[src/rtl/rc4_pkg.sv]
// Shared definitions for the RC4 datapath blocks (shuffle stage and
// keystream/decrypt stage).
//   MSG_LEN_DEFAULT : default number of encrypted bytes
//   ASCII_LO/HI/SP  : accepted plaintext bytes ('a'..'z' and space)
//   state_t         : decrypt FSM states, one clock each
package rc4_pkg;

   localparam int         MSG_LEN_DEFAULT = 32;

   localparam logic [7:0] ASCII_LO = 8'h61;
   localparam logic [7:0] ASCII_HI = 8'h7A;
   localparam logic [7:0] ASCII_SP = 8'h20;

   typedef enum logic [3:0] {
      IDLE,
      INC_I,
      ADDR_SI,
      LATCH_SI,
      CALC_J,
      ADDR_SJ,
      LATCH_SJ,
      WR_SI,
      WR_SJ,
      ADDR_F,
      LATCH_F,
      WR_OUT,
      CHECK,
      DONE
   } state_t;

endpackage

[src/rtl/prga_decrypt_ascii_check.sv]
// Combinational plaintext filter.
//   data : decrypted byte
//   ok   : 1 when data is a lowercase letter or a space
module ascii_check
   import rc4_pkg::*;
(
   input  logic [7:0] data,
   output logic       ok
);

   assign ok = ((data >= ASCII_LO) && (data <= ASCII_HI)) || (data == ASCII_SP);

endmodule

[src/rtl/prga_decrypt.sv]
// RC4 keystream generator and decryptor, run over an S-memory that has
// already been shuffled by the key-schedule stage.
//   clk, reset_n           : clock, asynchronous active-low reset
//   start                  : level, sampled only in IDLE
//   s_address/s_data/s_wren: S-memory port; s_q returns data one cycle
//                            after s_address is presented
//   rom_address/rom_q      : encrypted byte k, rom_q valid one cycle later
//   ram_address/ram_data/
//   ram_wren               : decrypted byte k
//   complete               : one-cycle pulse in DONE
//   valid                  : run result, held until the next accepted start
//   state_dbg              : current FSM state
//
// Handshake: there is no back-pressure. start is accepted in IDLE only;
// complete pulses for exactly one cycle in DONE; valid is meaningful from
// that pulse until the next accepted start. Memories are synchronous-read:
// an address driven in an ADDR_* state is captured from s_q in the
// following LATCH_* state.
module prga_decrypt
   import rc4_pkg::*;
#(
   parameter int MSG_LEN = MSG_LEN_DEFAULT,
   parameter int AW      = 5
)(
   input  logic          clk,
   input  logic          reset_n,
   input  logic          start,
   input  logic [7:0]    s_q,
   output logic [7:0]    s_address,
   output logic [7:0]    s_data,
   output logic          s_wren,
   input  logic [7:0]    rom_q,
   output logic [AW-1:0] rom_address,
   output logic [AW-1:0] ram_address,
   output logic [7:0]    ram_data,
   output logic          ram_wren,
   output logic          complete,
   output logic          valid,
   output state_t        state_dbg
);

   localparam logic [AW-1:0] K_LAST = AW'(MSG_LEN - 1);

   state_t        state, state_next;
   logic [7:0]    i, j;
   logic [7:0]    si, sj, f;
   logic [7:0]    out_byte;
   logic [AW-1:0] k;
   logic [7:0]    f_idx;
   logic [7:0]    wr_byte;
   logic          byte_ok;

   // Sums wrap mod 256 by width.
   assign f_idx   = si + sj;
   assign wr_byte = f ^ rom_q;

   ascii_check u_ascii_check (
      .data (out_byte),
      .ok   (byte_ok)
   );

   always_ff @(posedge clk or negedge reset_n) begin
      if (!reset_n) begin
         state    <= IDLE;
         i        <= '0;
         j        <= '0;
         k        <= '0;
         si       <= '0;
         sj       <= '0;
         f        <= '0;
         out_byte <= '0;
         valid    <= 1'b0;
      end else begin
         state <= state_next;
         case (state)
            IDLE:     if (start) valid <= 1'b0;
            INC_I:    i <= i + 8'd1;
            LATCH_SI: si <= s_q;
            CALC_J:   j <= j + si;
            LATCH_SJ: sj <= s_q;
            LATCH_F:  f <= s_q;
            WR_OUT:   out_byte <= wr_byte;
            CHECK: begin
               if (!byte_ok)         valid <= 1'b0;
               else if (k == K_LAST) valid <= 1'b1;
               else                  k <= k + 1'b1;
            end
            DONE: begin
               i <= '0;
               j <= '0;
               k <= '0;
            end
            default: ;
         endcase
      end
   end

   always_comb begin
      state_next = state;
      case (state)
         IDLE:     if (start) state_next = INC_I;
         INC_I:    state_next = ADDR_SI;
         ADDR_SI:  state_next = LATCH_SI;
         LATCH_SI: state_next = CALC_J;
         CALC_J:   state_next = ADDR_SJ;
         ADDR_SJ:  state_next = LATCH_SJ;
         LATCH_SJ: state_next = WR_SI;
         WR_SI:    state_next = WR_SJ;
         WR_SJ:    state_next = ADDR_F;
         ADDR_F:   state_next = LATCH_F;
         LATCH_F:  state_next = WR_OUT;
         WR_OUT:   state_next = CHECK;
         CHECK:    state_next = (!byte_ok || k == K_LAST) ? DONE : INC_I;
         DONE:     state_next = IDLE;
         default:  state_next = IDLE;
      endcase
   end

   // Swap uses the latched old values: S[i] <= S[j]old, then S[j] <= S[i]old.
   always_comb begin
      s_address = 8'h00;
      s_data    = 8'h00;
      s_wren    = 1'b0;
      ram_data  = 8'h00;
      ram_wren  = 1'b0;
      case (state)
         ADDR_SI: s_address = i;
         ADDR_SJ: s_address = j;
         WR_SI: begin
            s_address = i;
            s_data    = sj;
            s_wren    = 1'b1;
         end
         WR_SJ: begin
            s_address = j;
            s_data    = si;
            s_wren    = 1'b1;
         end
         ADDR_F: s_address = f_idx;
         WR_OUT: begin
            ram_data = wr_byte;
            ram_wren = 1'b1;
         end
         default: ;
      endcase
   end

   assign rom_address = k;
   assign ram_address = k;
   assign complete    = (state == DONE);
   assign state_dbg   = state;

endmodule

[config.mk]
export PLATFORM = sky130hd
export DESIGN_NAME = prga_decrypt
export DESIGN_NICKNAME = d
export VERILOG_FILES = /design/src/rtl/rc4_pkg.sv /design/src/rtl/prga_decrypt_ascii_check.sv /design/src/rtl/prga_decrypt.sv
export SDC_FILE = /design/constraint.sdc
export NUM_CORES = 1
export LEC_CHECK = 0
export ABC_CLOCK_PERIOD_IN_PS = 6400
export BUFFER_PORTS_ARGS = -buffer_cell sky130_fd_sc_hd__buf_4
export CORE_ASPECT_RATIO = 0.6
export CORE_UTILIZATION = 34
export DETAILED_ROUTE_END_ITERATION = 8
export MAX_ROUTING_LAYER = met4
export PLACE_DENSITY = 0.62
export SYNTH_ARGS = -nofsm -noshare
export SYNTH_HDL_FRONTEND = slang
export SYNTH_HIERARCHICAL = 1
export SYNTH_SLANG_ARGS = --single-unit
[constraint.sdc]
create_clock -name clk -period 6.4 [get_ports clk]
set_clock_uncertainty 0.2 [all_clocks]
set_input_delay 0.32 -clock clk [delete_from_list [all_inputs] [get_ports clk]]
set_output_delay 0.32 -clock clk [all_outputs]
set_load 0.05 [all_outputs]
Word-level counts from Yosys, hierarchy flattened
Cells that the tools add are included.

cells by class
  add/sub/neg operators = 4
  $lt $le $gt $ge = 2
  eq/ne operators = 19
  mux-type cells = 17
  bitwise logic cells = 1
  reduce and logical (&&, ||, !) cells = 14

operator list
  operator                                                           count
  case mux 4 bit (13 select lines)                                   1
  case mux 8 bit (2 select lines)                                    3
  equality test 4 bit, second input constant                         6
  case mux 8 bit (3 select lines)                                    1
  adder 8 bit                                                        2
  equality test 4 x 3 -> 1 bit, second input constant                4
  two-way mux 5 bit                                                  2
  case mux 5 bit (2 select lines)                                    1
  adder 8 x 1 -> 8 bit, second input constant                        1
  equality test 4 x 2 -> 1 bit, second input constant                2
  equality test 8 x 6 -> 1 bit, second input constant                1
  greater-or-equal comparator 8 x 7 -> 1 bit, second input constant  1
  <= comparator 8 x 7 -> 1 bit, second input constant                1
  two-way mux 4 bit                                                  2
  two-way mux 8 bit                                                  1
  nonzero test 2 bit                                                 4
  bitwise XOR 8 bit                                                  1
  != test 2 bit, second input constant                               3
  AND reduction 3 bit                                                2
  OR reduction 2 bit                                                 3
  adder 5 x 1 -> 5 bit, second input constant                        1
  equality test 5 bit, second input constant                         1
  two-way mux 1 bit                                                  5
  equality test 4 x 1 -> 1 bit, second input constant                1
  6 further kinds                                                    7

storage, ports and cells
  register bits after elaboration = 58
  input port bits = 19
  logic and storage cells = 66

Depth between registers and ports, before layout
  word-level depth = 7
  gate-level depth with buffers = 9
  depth with buffers taken out = 9

Cells and area by module
Netlist, hierarchy kept.

by module, submodules not included
  module        instances  cells each  area each (sq um)  seq. area each (sq um)
  prga_decrypt  1          328         3373.2             1451.4
  ascii_check   1          10          63.8               0.0

Least setup slack after synthesis
Ideal clock, no wire load.

  path type = flip-flop to output port
  start point = reg si[1]
  end point = out s_address[7]
  data arrival time = 2631 ps
  data required time = 5880 ps
  path slack = 3249 ps
  stages on the path, launching flop included = 8
  buffers on the path = 0
  cells stage by stage = dfrtp_1 > ha_1 > a21o_1 > a21o_1 > a21o_1 > a41o_1 > xnor2_1 > o21ai_0

on the way
  word-level cells in the longest chain between the ends = 2

ends and longest elaborated chain
  element                          line                 RTL
  from (decl)                      prga_decrypt.sv:46   logic [7:0] si, sj, f;
  from (signal assigned)           prga_decrypt.sv:78   LATCH_SI: si <= s_q;
  adder 8 bit                      prga_decrypt.sv:54   assign f_idx = si + sj;
  case mux 8 bit (3 select lines)  prga_decrypt.sv:126  case (state)
  to (decl)                        prga_decrypt.sv:29   output logic [7:0] s_address,

No other way between the ends.

Worst setup path after layout
  start point = reg state[3], in the netlist state_dbg[3]
  end point = out s_address[4]

on the way
  word-level cells in the longest chain between the ends = 3
  elaborated cells on any way between the ends = 8
  those cells by class = 5 x eq/ne; 1 x mux; 2 x reduce/logical

ends and longest elaborated chain
  element                                            line                 RTL
  from (decl)                                        prga_decrypt.sv:44   state_t state, state_next;
  from (signal assigned)                             prga_decrypt.sv:74   state <= state_next;
  equality test 4 bit, or another cell as far along  prga_decrypt.sv:126
  OR reduction 2 bit (no source line)                -
  case mux 8 bit (3 select lines) *                  prga_decrypt.sv:126

Every way passes the cells marked *; elsewhere a longest branch is shown, timed or not.

==> implementation parameters <==
Parameter                              Value

Setup path
  Reg2reg setup slack    3710 ps
  Required time of the critical path    5880 ps
  Category of the most critical setup path    reg -> out
  FF-to-FF path depth    8
  Data arrival at the endpoint of the critical path    2590 ps
  Type of origin of the critical path    flop
  Worst R2R Start    out_byte[3]$_DFFE_PN0P_
  Capturing element type of the critical path    output pin
  Capture point of the worst reg-to-reg path    ram_address[3]$_DFFE_PN0P_
  Maximum fanout count along the critical path    15

Floorplan
  CORE AREA    9840 µm²
  Number of standard-cell rows in the floorplan    28
  Vert. Die Dim    79.9 µm
  Die width    132 µm
  Area enclosed by the die boundary    10500 µm²
  Number of I/O pins    61
  Initial standard-cell utilization of the core    34.9%

Drt
  Per-cell routed wire length    15.7 µm
  Avg Vias per Cell    5.10
  Final routed wirelength across all metal layers    8450 µm
  Remaining number of nets flagged by the antenna check after routing    0
  Vias    2738
  Count of TritonRoute iterations in the first routing pass    4
  Number of violations reported at the end of detailed-routing iteration 0    145
  Detailed-route DRC error count    0

Clock tree
  H-tree depth reported by CTS    3
  Hold bufs inserted after CTS    1
  Clock network latency to the later pin of the worst-skew pair    330 ps
  Cell at the root of the clock tree    clkbuf_16
  CTS Buf Count    9
  Setup fix buffers added after clock tree synthesis    0
  Clk pin slew, worst setup/hold paths    50 ps
  Maximum clock insertion buffer count    2
  Clock tree from TritonCTS    built
  Number of resized instances in the post-cts repair step    0
  Clock sink total    58

Layout
  Fraction of the core area covered by cells at the end of the flow    43.6%
  Synth-to-Final Area Change    25.0%
  Total number of nets in the final design    437
  Count of inserted antenna diode cells    0
  Fraction of final layout cells sized beyond drive strength 1    27.4%
  Fill cell count    959

Power
  Static Leak    0.00208 µW
  Total power density per cell area    561 nW/µm²
  VDD IR-drop max    276 µV

Outcome
  Outcome    finished, final reports clean

Global routing
  Pin count of the biggest net entering global routing    59
  Global-route congestion overflow total    0
  Wire length of the first global-routing pass    14200 µm
  Number of antenna violations at the first check in global routing    0
  Aggregate global-route resource usage    18.3%
  Number of global-route vias before repair    2715

Yosys
  Adder-Cell Fraction of Synth Area    7.35%
  Count of flip-flops with a built-in enable after synthesis    0
  Most used DFF post-synth    dfrtp_1
  Synth Area in Simple Gates    16.0%
  Number of warnings issued by yosys    6
  Mux contribution to synthesized area    9.03%
  Fraction of synthesized cell area taken by the top area cell type    42.2%
  Sequential element share of the synthesized area    42.2%
  Xor and xnor fraction of the mapped netlist area    6.12%
  Number of cells produced by synthesis    338
  Share of the synthesized area in compound gates (AO/OA/AOI/OAI)    15.9%
  Synth cell types    54
  Register bit count reported by yosys    58
  Share of synthesized flip-flops with an asynchronous set or reset    100%
  Number of nets in the synthesized netlist    376
  Post-synth design cell area    3440 µm²
  Main combinational cell family by area after synthesis    simple AND/OR/NAND/NOR gates
  Avg Synthesized Cell Area    10.2 µm²
  Biggest area consumer among synthesized cells    dfrtp_1
  Leading post-synthesis cells by cell area    dfrtp_1 (42%), mux2_2 (7.5%), ha_1 (6.2%)

Hold path
  Hold path startpoint    s_q[1]
  Class of the tightest hold or removal check    in -> reg
  Worst-case hold path end point    si[1]$_DFFE_PN0P_
  Hold path depth    3

STA
  Total Neg Setup Slack    0 ps
  Relative max-transition margin    46.6%
  Worst Hold Slack    24.2 ps
  # setup viols final    0
  Worst Tran Pin Value    798 ps
  Hold Violations, Final    0
  Maximum frequency from static timing analysis    322 MHz
  Setup repair after global routing missed its margin    no
  Max-slew violation total from the final report    0
  Final clock period utilization by the worst path    48.6%
  Minimum clock period after layout    3110 ps

Placed design
  Detailed Place HPWL    6310 µm
  Count of buffers inserted at the top-level ports    60
  Global placement routability congestion    0.784

Run
  MaxCap Viol Count    0
[layer usage]
layer | routed length (µm) | track usage (%) | share of wire [%] | up-vias
met2 | 3400 | 25.0 | 40 | 69
met5 | 0 | - | 0 | -
met4 | 97 | 5.58 | 1.1 | 0
met3 | 520 | 5.52 | 6.2 | 9
li1 | - | - | - | 1332
met1 | 4430 | 25.6 | 52 | 1328
[sequential cells by signal, summed over array words and instances, names as in the netlist]
name         flops
f                8
i                8
j                8
out_byte         8
ram_address      5
si               8
sj               8
state_dbg        4
valid            1
[worst max path at each step]
stage	startpoint	end	slack, ps	cells past startpoint
after floorplan	si[1]$_DFFE_PN0P_	s_address[7]	3250	7
after global placement	state_dbg[3]$_DFFE_PN0P_	s_address[3]	3790	7
after detailed placement	state_dbg[3]$_DFFE_PN0P_	s_address[4]	3710	7
after CTS	state_dbg[3]$_DFFE_PN0P_	s_address[4]	3340	7
after global routing	state_dbg[3]$_DFFE_PN0P_	s_address[3]	3090	7
final	state_dbg[3]$_DFFE_PN0P_	s_address[4]	3290	7
[area by class of cell]
class,count,area [µm²],share of cell area [%]
inverters,10,37.5,0.874
flip-flops and latches,58,1450,33.8
clock inverters,3,40.0,0.932
clock buffers,11,253,5.88
multi-input cells,257,1870,43.5
well taps,135,169,3.93
repair buffers,63,475,11.1
[metrics by stage]
step / power (µW) / cells / worst slack, ps / instance area (µm²)
floorplan: 1620 / 338 / 3250 / 3440
global placement: 1910 / 522 / 3790 / 3990
detailed placement: 1940 / 522 / 3710 / 3990
CTS: 2430 / 537 / 3340 / 4300
global route: 2600 / 537 / 3090 / 4300
finish: 2410 / 537 / 3290 / 4300
[cell usage after synthesis, types with 4 or more instances]
master    count
xor2_1       11
o21ai_0      15
a22o_1        9
dfrtp_1      58
nor2b_1       6
nor2_1       32
xnor2_1      13
mux2_2       23
nor3_1        4
a22oi_1       4
a21oi_1      10
mux2i_1       4
nand2_1      26
buf_2         5
ha_1         17
inv_1        10
nand3_1       6
nand2b_1      9
buf_4         6
a21o_1       17
[kinds of logic after synthesis]
family | Yosys count
and+or+nand+nor | 108
AOI/OAI and AO/OA | 78
DFF | 58
muxes | 28
xor gates and xnor gates | 24
buffers and inverters | 23
adders and majority gates | 19
[where the power goes]
part | leakage, µW | total (µW) | switching [µW] | internal [µW]
combinational | 0.00120 | 1220 | 701 | 514
clock | 0.000147 | 476 | 160 | 316
sequential | 0.000728 | 721 | 197 | 524
[worst max-delay path: stages (launching register included)]
cell and delay (ps):
dfrtp_1 670, nand2b_1 250, nor2_1 140, a21oi_1 50
nor2_1 530, a22oi_1 210, o21ai_0 160, buf_4 250
[cells in the final DEF, fill, tap and decap left out, types with 4 or more instances in the layout]
master,n
a21oi_1,10
a22o_1,9
clkbuf_16,9
nor2b_1,6
mux2i_1,4
o21ai_0,15
mux2_2,23
xor2_1,11
dfrtp_1,58
inv_1,10
ha_1,17
a21o_1,17
nor2_1,32
nor3_1,4
nand3_1,6
xnor2_1,13
buf_4,62
nand2_1,26
a22oi_1,4
nand2b_1,9
(Power assumes the default switching activity.)
